<file path="src/rtl/stack_unit_if.sv">
// ---------------------------------------------------------------------------
// stack_unit_if -- request/response bundle for stack_unit.
//
// Parameters
//   WIDTH  data word width in bits
//   DEPTH  number of stack entries (power of two, >= 2)
//
// Signals
//   push     request: write din onto the top of the stack
//   pop      request: read the top entry into dout and remove it
//   tos      request: read the top entry into dout, keep it
//   err_clr  request: clear the sticky overflow/underflow flags
//   din      data to push
//   dout     registered read data, held until the next successful read
//   count    number of stored entries, 0..DEPTH
//   empty    count == 0
//   full     count == DEPTH
//   overflow   sticky, set by a rejected push
//   underflow  sticky, set by a rejected pop or tos
//
// Modports
//   master  drives the requests and observes the status (bench / client)
//   slave   the stack itself
// ---------------------------------------------------------------------------
interface stack_unit_if #(
    parameter int WIDTH = 8,
    parameter int DEPTH = 16
);
    localparam int CW = $clog2(DEPTH) + 1;

    logic             push;
    logic             pop;
    logic             tos;
    logic             err_clr;
    logic [WIDTH-1:0] din;
    logic [WIDTH-1:0] dout;
    logic [CW-1:0]    count;
    logic             empty;
    logic             full;
    logic             overflow;
    logic             underflow;

    modport master (
        output push, pop, tos, err_clr, din,
        input  dout, count, empty, full, overflow, underflow
    );

    modport slave (
        input  push, pop, tos, err_clr, din,
        output dout, count, empty, full, overflow, underflow
    );
endinterface

</file>
<file path="src/rtl/stack_unit.sv">
// ---------------------------------------------------------------------------
// stack_unit -- LIFO stack with registered read port and sticky error flags.
//
// Parameters
//   WIDTH  data word width in bits
//   DEPTH  number of entries (power of two, >= 2); the interface instance
//          connected to bus must be built with the same WIDTH/DEPTH
//
// Ports
//   clk  single clock, all state changes on the rising edge
//   rst  synchronous active-high reset
//   bus  stack_unit_if.slave: push/pop/tos/err_clr/din requests in,
//        dout/count/empty/full/overflow/underflow status out
//
// Every request sampled at a rising edge takes full effect at that edge.
// Reads use rd = pop | tos, with pop taking precedence when both are high.
// push together with pop on a non-empty stack replaces the top entry and
// returns its old value, and is allowed even when full.
// ---------------------------------------------------------------------------
module stack_unit #(
    parameter int WIDTH = 8,
    parameter int DEPTH = 16
) (
    input  logic          clk,
    input  logic          rst,
    stack_unit_if.slave   bus
);
    localparam int AW = $clog2(DEPTH);
    localparam int CW = AW + 1;

    // Storage and architectural state. mem has no reset: after reset sp is 0
    // so nothing stale can be read before it is overwritten by a push.
    logic [WIDTH-1:0] mem [DEPTH];
    logic [CW-1:0]    sp;
    logic [WIDTH-1:0] dout_q;
    logic             overflow_q;
    logic             underflow_q;

    // Status derived from the stack pointer
    logic is_empty;
    logic is_full;

    // Decoded per-cycle actions
    logic             rd;
    logic             do_read;
    logic             replace;
    logic             push_ok;
    logic             pop_ok;
    logic             ovf_evt;
    logic             unf_evt;
    logic             wr_en;
    logic [AW-1:0]    wr_idx;
    logic [AW-1:0]    top_idx;
    logic [CW-1:0]    sp_next;

    assign is_empty = (sp == '0);
    assign is_full  = (sp == CW'(DEPTH));

    // Index of the top entry. Only meaningful while sp is 1..DEPTH; the low
    // AW bits of DEPTH are zero so the modular subtraction yields DEPTH-1.
    assign top_idx = sp[AW-1:0] - AW'(1);

    always_comb begin
        rd      = 1'b0;
        do_read = 1'b0;
        replace = 1'b0;
        push_ok = 1'b0;
        pop_ok  = 1'b0;
        ovf_evt = 1'b0;
        unf_evt = 1'b0;
        wr_en   = 1'b0;
        wr_idx  = sp[AW-1:0];
        sp_next = sp;

        rd = bus.pop | bus.tos;

        // Any read (pop or tos) is honoured whenever there is an entry,
        // independently of what happens to a simultaneous push.
        do_read = rd & ~is_empty;
        unf_evt = rd &  is_empty;

        // push+pop on a non-empty stack overwrites the top in place; sp
        // stays put, so fullness does not matter.
        replace = bus.push & bus.pop & ~is_empty;

        // Every other push is an ordinary append, gated only by fullness.
        // On an empty stack push+pop falls through here: the pop is the
        // rejected part and the push proceeds.
        push_ok = bus.push & ~replace & ~is_full;
        ovf_evt = bus.push & ~replace &  is_full;

        // A pop without push shrinks the stack.
        pop_ok  = bus.pop & ~bus.push & ~is_empty;

        wr_en   = replace | push_ok;
        wr_idx  = replace ? top_idx : sp[AW-1:0];

        if (push_ok) begin
            sp_next = sp + CW'(1);
        end else if (pop_ok) begin
            sp_next = sp - CW'(1);
        end
    end

    // Array writes: ignored while rst is high, never cleared.
    always_ff @(posedge clk) begin
        if (!rst && wr_en) begin
            mem[wr_idx] <= bus.din;
        end
    end

    always_ff @(posedge clk) begin
        if (rst) begin
            sp          <= '0;
            dout_q      <= '0;
            overflow_q  <= 1'b0;
            underflow_q <= 1'b0;
        end else begin
            sp <= sp_next;
            // The read sees the pre-edge array, so a replace returns the
            // old top while the new value lands in the same slot.
            if (do_read) begin
                dout_q <= mem[top_idx];
            end
            // A new error event in the clearing cycle keeps the flag set.
            overflow_q  <= ovf_evt | (overflow_q  & ~bus.err_clr);
            underflow_q <= unf_evt | (underflow_q & ~bus.err_clr);
        end
    end

    assign bus.dout      = dout_q;
    assign bus.count     = sp;
    assign bus.empty     = is_empty;
    assign bus.full      = is_full;
    assign bus.overflow  = overflow_q;
    assign bus.underflow = underflow_q;

endmodule

</file>
<file path="src/flat_wrapper.sv">
// flat-port wrapper written by rule: the top's interface ports become plain ports
module stack_unit_flat 
#(
    parameter int WIDTH = 8,
    parameter int DEPTH = 16
)
  (clk, rst, bus_push, bus_pop, bus_tos, bus_err_clr, bus_din, bus_dout, bus_count, bus_empty, bus_full, bus_overflow, bus_underflow);
  stack_unit_if #(.WIDTH(WIDTH), .DEPTH(DEPTH)) bus_i ();
  input  logic clk;
  input  logic rst;
  input wire logic [$bits(bus_i.push)-1:0] bus_push;
  input wire logic [$bits(bus_i.pop)-1:0] bus_pop;
  input wire logic [$bits(bus_i.tos)-1:0] bus_tos;
  input wire logic [$bits(bus_i.err_clr)-1:0] bus_err_clr;
  input wire logic [$bits(bus_i.din)-1:0] bus_din;
  output wire logic [$bits(bus_i.dout)-1:0] bus_dout;
  output wire logic [$bits(bus_i.count)-1:0] bus_count;
  output wire logic [$bits(bus_i.empty)-1:0] bus_empty;
  output wire logic [$bits(bus_i.full)-1:0] bus_full;
  output wire logic [$bits(bus_i.overflow)-1:0] bus_overflow;
  output wire logic [$bits(bus_i.underflow)-1:0] bus_underflow;
  assign bus_i.push = bus_push;
  assign bus_i.pop = bus_pop;
  assign bus_i.tos = bus_tos;
  assign bus_i.err_clr = bus_err_clr;
  assign bus_i.din = bus_din;
  assign bus_dout = bus_i.dout;
  assign bus_count = bus_i.count;
  assign bus_empty = bus_i.empty;
  assign bus_full = bus_i.full;
  assign bus_overflow = bus_i.overflow;
  assign bus_underflow = bus_i.underflow;
  stack_unit #(.WIDTH(WIDTH), .DEPTH(DEPTH)) u_core (.clk(clk), .rst(rst), .bus(bus_i));
endmodule
</file>
<file path="config.mk">
export PLATFORM = sky130hd
export DESIGN_NAME = stack_unit_flat
export DESIGN_NICKNAME = d
export VERILOG_FILES = /design/src/rtl/stack_unit_if.sv /design/src/rtl/stack_unit.sv /design/src/flat_wrapper.sv
export SDC_FILE = /design/constraint.sdc
export NUM_CORES = 1
export LEC_CHECK = 0
export ABC_CLOCK_PERIOD_IN_PS = 5700
export CAP_MARGIN = 40
export CORE_AREA = 2 2 156 158
export DETAILED_ROUTE_END_ITERATION = 16
export DIE_AREA = 0 0 158 160
export GPL_TIMING_DRIVEN = 0
export PLACE_DENSITY = 0.52
export SLEW_MARGIN = 20
export SYNTH_ARGS = -nofsm -noshare
export SYNTH_HDL_FRONTEND = slang
export SYNTH_SLANG_ARGS = --single-unit
</file>
<file path="constraint.sdc">
create_clock -name clk -period 5.7 [get_ports clk]
set_input_delay 1.71 -clock clk [delete_from_list [all_inputs] [get_ports clk]]
set_output_delay 1.71 -clock clk [all_outputs]
set_load 0.02 [all_outputs]
</file>
======== Yosys cells after proc, flatten, opt, wreduce, memory -nomap -nowiden ========
Memories as Yosys holds them, arrays and structs flattened. A register that Yosys moved wholly into a read port is not among the register bits.
Index checks and enable logic that the tools add are counted.
word-level totals
  register bits after elaboration ......... 7
  bits in writable memories ............... 128
  input bits .............................. 14
  logic and storage cells ................. 37
  memories kept ........................... 1
memory list
  memory      words  bits a word  rd ports  clocked after memory_dff  write ports  RTL line          RTL
  u_core.mem  16     8            1         1                         1            stack_unit.sv:33  logic [WIDTH-1:0] mem [DEPTH];
cells by class
  add/subtract/negate cells ............... 3
  equality and inequality tests ........... 1
  muxes and demuxes ....................... 5
  bitwise operators ....................... 20
  reduce and logical (&&, ||, !) cells .... 4
operators by type and width
  operator                                          number
  bitwise AND 1 bit                                 11
  2-to-1 mux 5 bit                                  2
  adder 5 x 1 -> 5 bit, second input constant       1
  == test 5 bit, second input constant              1
  zero test 5 bit                                   1
  NOT 1 bit                                         5
  subtractor 5 x 1 -> 5 bit, second input constant  1
  2-to-1 mux 4 bit                                  1
  OR 1 bit                                          4
  subtractor 4 x 1 -> 4 bit, second input constant  1
  2-to-1 mux 1 bit                                  2
  nonzero test 2 bit                                1
  logical AND 1 bit                                 1
  zero test 1 bit                                   1

======== Depth between registers and ports, before layout ========
Gate-level depths: netlist (run 1).
  depth after elaboration ................. 10
  depth in mapped cells ................... 13
  depth with buffers taken out ............ 11

======== Worst setup path before layout (run 1) ========
OpenSTA, ideal clock, no wires.
  path type ............................... register -> output
  from .................................... register u_core.sp[0], in the netlist u_core.bus.count[0]
  to ...................................... output port bus_empty
  arrival time ............................ 1.533 ns
  data required time ...................... 3.990 ns
  slack ................................... 2.457 ns
  stages on the path, launching flop included .. 6
  buffers on the path ..................... 2
  path through ............................ dfxtp_1 buf_6 buf_2 inv_1 ha_1 nor4b_4
on the way
  cells in the longest elaborated chain, start to end .. 1
RTL lines
  item                      RTL line            RTL
  start: declaration        stack_unit.sv:34    logic [CW-1:0] sp;
  start signal: assignment  stack_unit.sv:119   sp <= sp_next;
  zero test 5 bit           stack_unit.sv:56    assign is_empty = (sp == '0);
  end: declaration          flat_wrapper.sv:18  output wire logic [$bits(bus_i.empty)-1:0] bus_empty;
Every way passes these cells.

======== Worst setup path in the final report (run 1) ========
Same ends and word-level chain as after synthesis.

==> metrics.md, run 1 <==
| Metric | Value |
|---|---|
| Least-Margin Pin Slew | `0.814 ns` |
| GR Overflow Total | `0` |
| Post-layout min period | `4.36 ns` |
| Fmax | `230 MHz` |
| Initial core utilization | `0.246` |
| Crit Path Category | `reg -> out` |
| Row count | `57` |
| Flops & latches, synth | `143` |
| Antenna cells | `0` |
| Clk_skew | `0.00835 ns` |
| Vias in the first global route | `3353` |
| RSZ-0062 raised after global routing | `no` |
| Mapped Area | `0.00585 mm2` |
| Routed len/inst | `18.1 um` |
| Clk slew on worst S/H paths | `0.06 ns` |
| Setup ws final | `1.34 ns` |
| First-pass DRT Iterations | `4` |
| Antenna violations before repair | `0` |
| Sink Count | `143` |
| Drt initial violations | `232` |
| Worst slack, placed | `1.45 ns` |
| Syn_nets | `360` |
| Post-Syn Area per Cell | `17.2 um2` |
| Post-DP HPWL | `8.67 mm` |
| Core area | `0.0238 mm2` |
| Slew HR | `0.456` |
| CTS root buf | `clkbuf_16` |
| Area growth, synth to finish | `23.0%` |
| Die Ht | `160 um` |
| Total Wirelength | `13.3 mm` |
| Crit Path Max Fanout | `10` |
| Die area | `0.0253 mm2` |
| CTS Buf Count | `17` |
| Max Slew Vio Count | `0` |
| Largest net degree at the start of global routing | `17` |
| Setup TNS | `0 ns` |
| All-Layer GR Usage | `0.112` |
| Hold buffer count at CTS | `0` |
| Via count | `3173` |
| Vias per inst | `4.32` |
| Final nets | `418` |
| Critical Path AT | `2.65 ns` |
| Post-route clock period utilization | `0.764` |
| Yosys cell types | `40` |
| Yosys warning total | `0` |
| Max-cap viol count | `0` |
| Setup Viol. Count Final | `0` |
| Post-route ant nets | `0` |
| I/O pin total | `31` |
| Cells after synthesis | `340` |
| Die X | `158 um` |
| Setup crit end kind | `primary output` |
| Final number of hold-violating endpoints | `0` |
| CTS tree | `done` |
| Post-CTS sizing | `0` |
| Peak supply drop | `0.282 mV` |
| CTS Buffer Depth | `2` |
| Leak Pwr | `2.40 nW` |
| DR DRC count | `0` |
| H-tree levels | `4` |
| Total power | `3.48 mW` |
| RePlAce Congestion | `0.745` |
| Critical Path Source Type | `flop` |
| Post-synthesis sequential area ratio | `0.708` |
| Post-CTS Setup Repair Bufs | `0` |
| Worst hold path class | `reg -> reg` |
| Share of cells above drive strength 1 | `0.202` |
| First-pass GRT wire length | `20.4 mm` |
| Worst EP required | `3.99 ns` |
| Clock Latency Late Sink | `0.42 ns` |
| Status | `finished, final reports clean` |
| Power density cells | `484 mW/mm2` |
| Input/output buffers | `30` |
==> final timing paths <==
kind	start	to	slack (ns)	depth (start not counted)
setup / recovery	u_core.bus.count[0]	bus_empty	1.34	6
hold / removal	u_core.bus.dout[6]	u_core.bus.dout[6]	0.46	1
hold reg to reg	u_core.bus.dout[6]	u_core.bus.dout[6]	0.46	1
setup reg to reg	u_core.bus.count[0]	u_core.mem[4][4]	2.06	8
==> synthesized netlist by cell type <==
library cell | n | share of area
a32oi_1 | 3 | 0.0045
a31oi_2 | 1 | 0.0021
buf_2 | 7 | 0.0060
nor3b_1 | 2 | 0.0026
nor3_2 | 1 | 0.0017
edfxtp_1 | 128 | 0.66
nand4bb_1 | 1 | 0.0019
a21oi_1 | 18 | 0.015
o211a_1 | 1 | 0.0017
and3_1 | 1 | 0.0011
xnor2_1 | 4 | 0.0060
o221ai_1 | 1 | 0.0015
a21o_1 | 3 | 0.0038
inv_1 | 6 | 0.0038
buf_12 | 1 | 0.0034
buf_4 | 1 | 0.0013
buf_6 | 3 | 0.0058
nand2_2 | 1 | 0.0011
clkbuf_1 | 2 | 0.0013
nor3_1 | 6 | 0.0051
mux4_2 | 28 | 0.11
fa_1 | 1 | 0.0034
nand2_1 | 36 | 0.023
a31oi_1 | 2 | 0.0021
ha_1 | 5 | 0.011
o21ai_0 | 1 | 0.00085
dfxtp_1 | 15 | 0.051
and2_1 | 1 | 0.0011
nor2_1 | 33 | 0.021
nor4b_4 | 1 | 0.0041
or2_1 | 1 | 0.0011
o21ai_1 | 2 | 0.0017
nor2_2 | 1 | 0.0011
nand2b_1 | 2 | 0.0021
mux4_1 | 4 | 0.018
xor2_1 | 2 | 0.0030
nand3_1 | 1 | 0.00085
a211o_1 | 8 | 0.012
mux2i_1 | 3 | 0.0051
a22oi_1 | 2 | 0.0026
==> cell type report <==
cell class,count,area (um2)
fill,2392,16600
sequential,143,4140
multi-input combinational,177,1580
clock buffer,19,433
tap,324,405
timing repair buffer,39,368
clock inverter,13,138
buffer,14,104
inverter,6,22.5
==> critical path, cell delays in order, from the launching register on <==
cell,delay [ns]
dfxtp_1,0.35
buf_6,0.17
buf_2,0.24
inv_1,0.17
ha_1,0.22
nor4b_4,0.38
clkdlybuf4s50_1,0.69
==> routing by layer <==
layer | GRT usage | wire (um)
met5 | 0 | 0
met4 | 0.0283 | 128
met3 | 0.0328 | 771
met2 | 0.170 | 6140
met1 | 0.157 | 6280
==> sequential cells by signal, indices dropped and copies added, names as in the netlist <==
signal,flops
u_core.bus.count,5
u_core.bus.dout,8
u_core.bus.overflow,1
u_core.bus.underflow,1
u_core.mem,128
==> cell families (layout without fill, tap and decap cells) <==
family,count (synthesis),in the layout,share of synthesized area
flops,143,143,0.708
simple gates,88,88,0.0680
fa+ha+maj,6,6,0.0141
mux,35,35,0.131
buf+inv,20,91,0.0216
xor+xnor,6,6,0.00898
compound gates,42,42,0.0483
==> where the power goes <==
part / internal, mW / switching, mW
combinational: 0.485 / 0.649
sequential: 1.23 / 0.0400
clock: 0.645 / 0.432
==> per-stage QoR <==
step / cells / hold WS, ns / util / instance area (um2)
6_report: 735 / 0.461 / 0.302 / 7200
5_1_grt: 735 / 0.480 / 0.302 / 7200
4_1_cts: 727 / 0.467 / 0.300 / 7140
3_5_place_dp: 695 / 0.457 / 0.276 / 6570
3_3_place_gp: 694 / 0.457 / 0.275 / 6560
2_1_floorplan: 340 / 0.540 / - / 5850
==> cells in the final DEF, fill, tap and decap left out, drive strengths merged <==
master         synthesis  layout
ha                     5       5
mux4                  32      32
a21o                   3       3
dfxtp                 15      15
clkbuf                 2      21
and3                   1       1
nand2                 37      37
fa                     1       1
xnor2                  4       4
a22oi                  2       2
o211a                  1       1
a31oi                  3       3
nand4bb                1       1
nor3                   7       7
nor2                  34      34
nor3b                  2       2
a211o                  8       8
nor4b                  1       1
clkinv                 0       6
or2                    1       1
clkdlybuf4s50          0      30
buf                   12      21
o221ai                 1       1
clkinvlp               0       2
xor2                   2       2
a21oi                 18      18
nand2b                 2       2
mux2i                  3       3
a32oi                  3       3
and2                   1       1
o21ai                  3       3
bufinv                 0       2
nand3                  1       1
edfxtp               128     128
inv                    6       9
No activity file was read; power rests on OpenSTA's default activity.
==> run 2, diff against run 1 <==
--- a/config.mk
+++ b/config.mk
@@ -5,7 +5,7 @@
 export SDC_FILE = /design/constraint.sdc
 export NUM_CORES = 1
 export LEC_CHECK = 0
-export ABC_CLOCK_PERIOD_IN_PS = 5700
+export ABC_CLOCK_PERIOD_IN_PS = 4500
 export CAP_MARGIN = 40
 export CORE_AREA = 2 2 156 158
 export DETAILED_ROUTE_END_ITERATION = 16
==> constraint.sdc (replaced) <==
create_clock -name clk -period 4.5 [get_ports clk]
set_input_delay 1.35 -clock clk [delete_from_list [all_inputs] [get_ports clk]]
set_output_delay 1.35 -clock clk [all_outputs]
set_load 0.02 [all_outputs]
==> results of run 2 <==
The final DEF is identical to that of run 1. Status: finished, final reports clean.
Among the figures that moved: setup slack after placement 1.45 ns -> 0.607 ns; setup slack after layout 1.34 ns -> 0.503 ns; register-to-register setup slack 2.06 ns -> 0.86 ns; total power 3.48 mW -> 4.41 mW; worst IR drop on VDD 0.282 mV -> 0.357 mV
==> run 3, diff against run 2 <==
--- a/config.mk
+++ b/config.mk
@@ -5,11 +5,10 @@
 export SDC_FILE = /design/constraint.sdc
 export NUM_CORES = 1
 export LEC_CHECK = 0
-export ABC_CLOCK_PERIOD_IN_PS = 4500
 export CAP_MARGIN = 40
-export CORE_AREA = 2 2 156 158
+export CORE_AREA = 2 2 128 193
 export DETAILED_ROUTE_END_ITERATION = 16
-export DIE_AREA = 0 0 158 160
+export DIE_AREA = 0 0 130 195
 export GPL_TIMING_DRIVEN = 0
 export PLACE_DENSITY = 0.52
 export SLEW_MARGIN = 20
==> metrics.md, run 3 (synthesis gave the netlist of run 1 again) <==
| Metric | Value |
|---|---|
| Final Cell Area | `0.00723 mm2` |
| Clock Latency Late Sink | `0.41 ns` |
| Worst hold path class | `reg -> reg` |
| Initial core utilization | `0.248` |
| Setup Viol. Count Final | `0` |
| Max reg flops | `128` |
| Row count | `69` |
| Sink Count | `143` |
| Clk_skew | `0.0128 ns` |
| Antenna violations before repair | `0` |
| Critical Path AT | `2.61 ns` |
| CTS tree | `done` |
| Die area | `0.0254 mm2` |
| GR Overflow Total | `0` |
| Antenna cells | `0` |
| Power density cells | `615 mW/mm2` |
| Post-route clock period utilization | `0.881` |
| Input/output buffers | `30` |
| Biggest register | `u_core.mem` |
| Leak Pwr | `2.43 nW` |
| Cell area after placement | `0.00656 mm2` |
| Max-cap viol count | `0` |
| Post-CTS sizing | `0` |
| Routed len/inst | `18.0 um` |
| Post-CTS Setup Repair Bufs | `0` |
| First-pass DRT Iterations | `4` |
| Vias in the first global route | `3274` |
| All-Layer GR Usage | `0.108` |
| Fill count | `2301` |
| Status | `finished, final reports clean` |
| Critical Path, Cell by Cell | `buf_6 > buf_2 > inv_1 > ha_1 > nor4b_4 > clkdlybuf4s50_1` |
| Worst EP required | `3.15 ns` |
| Drt initial violations | `182` |
| DR DRC count | `0` |
| Clk slew on worst S/H paths | `0.06 ns` |
| Final number of hold-violating endpoints | `0` |
| Post-layout min period | `3.96 ns` |
| Setup TNS | `0 ns` |
| Top delay family on crit path | `buffers and inverters` |
| Post-route ant nets | `0` |
| Total power | `4.45 mW` |
| Slowest-stage cell, CP | `clkdlybuf4s50_1` |
| Post-DP HPWL | `8.96 mm` |
| Fmax | `252 MHz` |
| Via count | `3106` |
| First-pass GRT wire length | `19.7 mm` |
| RePlAce Congestion | `0.732` |
| Core area | `0.0236 mm2` |
| Largest net degree at the start of global routing | `17` |
| Least-Margin Pin Slew | `0.821 ns` |
| Hold buffer count at CTS | `0` |
| CTS Buffer Depth | `2` |
| RSZ-0062 raised after global routing | `no` |
| Die X | `130 um` |
| CP peak stage delay | `0.69 ns` |
| Critical Path Source Type | `flop` |
| H-tree levels | `4` |
| Final core utilization | `0.307` |
| Setup crit end kind | `primary output` |
| Crit Path Category | `reg -> out` |
| Crit path buf inv count | `4` |
| Commonest non-fill, non-tap cell in the layout | `edfxtp_1` |
| CTS root buf | `clkbuf_16` |
| Final nets | `420` |
| Die Ht | `195 um` |
| Slew HR | `0.451` |
| Share of cells above drive strength 1 | `0.211` |
| I/O pin total | `31` |
| Area growth, synth to finish | `23.6%` |
| Max Slew Vio Count | `0` |
| Vias per inst | `4.25` |
| Peak supply drop | `0.240 mV` |
| Crit Path Max Fanout | `10` |
| Total Wirelength | `13.2 mm` |
| Commonest cells after routing, fill and taps aside | `edfxtp_1 (128), nand2_1 (36), nor2_1 (33)` |
| CTS Buf Count | `17` |
run 3: changes by cell type in the layout (fill, tap and decap cells not counted):
cell      previous run  this run
buf_4               10        11
clkinv_2             3         0
clkinv_1             1         0
clkbuf_1             4         2
buf_2                7         8
inv_8                0         5
run 3: where the power goes:
| part | switching [mW] | internal [mW] |
|---|---|---|
| sequential | 0.0514 | 1.56 |
| clock | 0.582 | 0.839 |
| combinational | 0.796 | 0.621 |
run 3: area by class of cell:
cell class	count	area, um2	area share
Clock inverter	14	175	0.0242
Buffer	14	104	0.0144
Multi-Input combinational cell	177	1580	0.219
Clock buffer	17	425	0.0588
Timing Repair Buffer	41	380	0.0526
Sequential cell	143	4140	0.573
Inverter	6	22.5	0.00311
Tap cell	319	399	0.0552
run 3: path summary, 6_finish.rpt:
path / from / to / slack (ns) / cells past startpoint
max: u_core.bus.count[0] / bus_empty / 0.54 / 6
max reg2reg: u_core.bus.count[0] / u_core.mem[6][5] / 1.02 / 9
min: u_core.bus.underflow / u_core.bus.underflow / 0.47 / 2
min reg2reg: u_core.bus.underflow / u_core.bus.underflow / 0.47 / 2
run 3: metal layers:
metal | wire [um] | GRT usage | vias up
met3 | 713 | 0.0301 | 4
met4 | 119 | 0.0354 | 0
met5 | 0 | 0 | -
li1 | - | - | 1453
met1 | 5340 | 0.128 | 1567
met2 | 6980 | 0.187 | 82
run 3: worst register-to-register path, delay by kind of cell, from the launching register on:
kind	cells	cell delay (ns)
AOI/OAI and AO/OA	1	0.18
and+or+nand+nor	1	0.70
adders and majority gates	1	0.27
DFF	1	0.40
buffers and inverters	5	1.24
xor gates and xnor gates	1	0.31
run 3: per-stage QoR:
step / instances / hold WS [ns] / worst slack (ns)
final: 731 / 0.466 / 0.535
after global routing: 731 / 0.502 / 0.374
after CTS: 721 / 0.471 / 0.489
after detailed placement: 690 / 0.462 / 0.566
after global placement: 689 / 0.464 / 0.671
after floorplan: 340 / 0.540 / 1.61
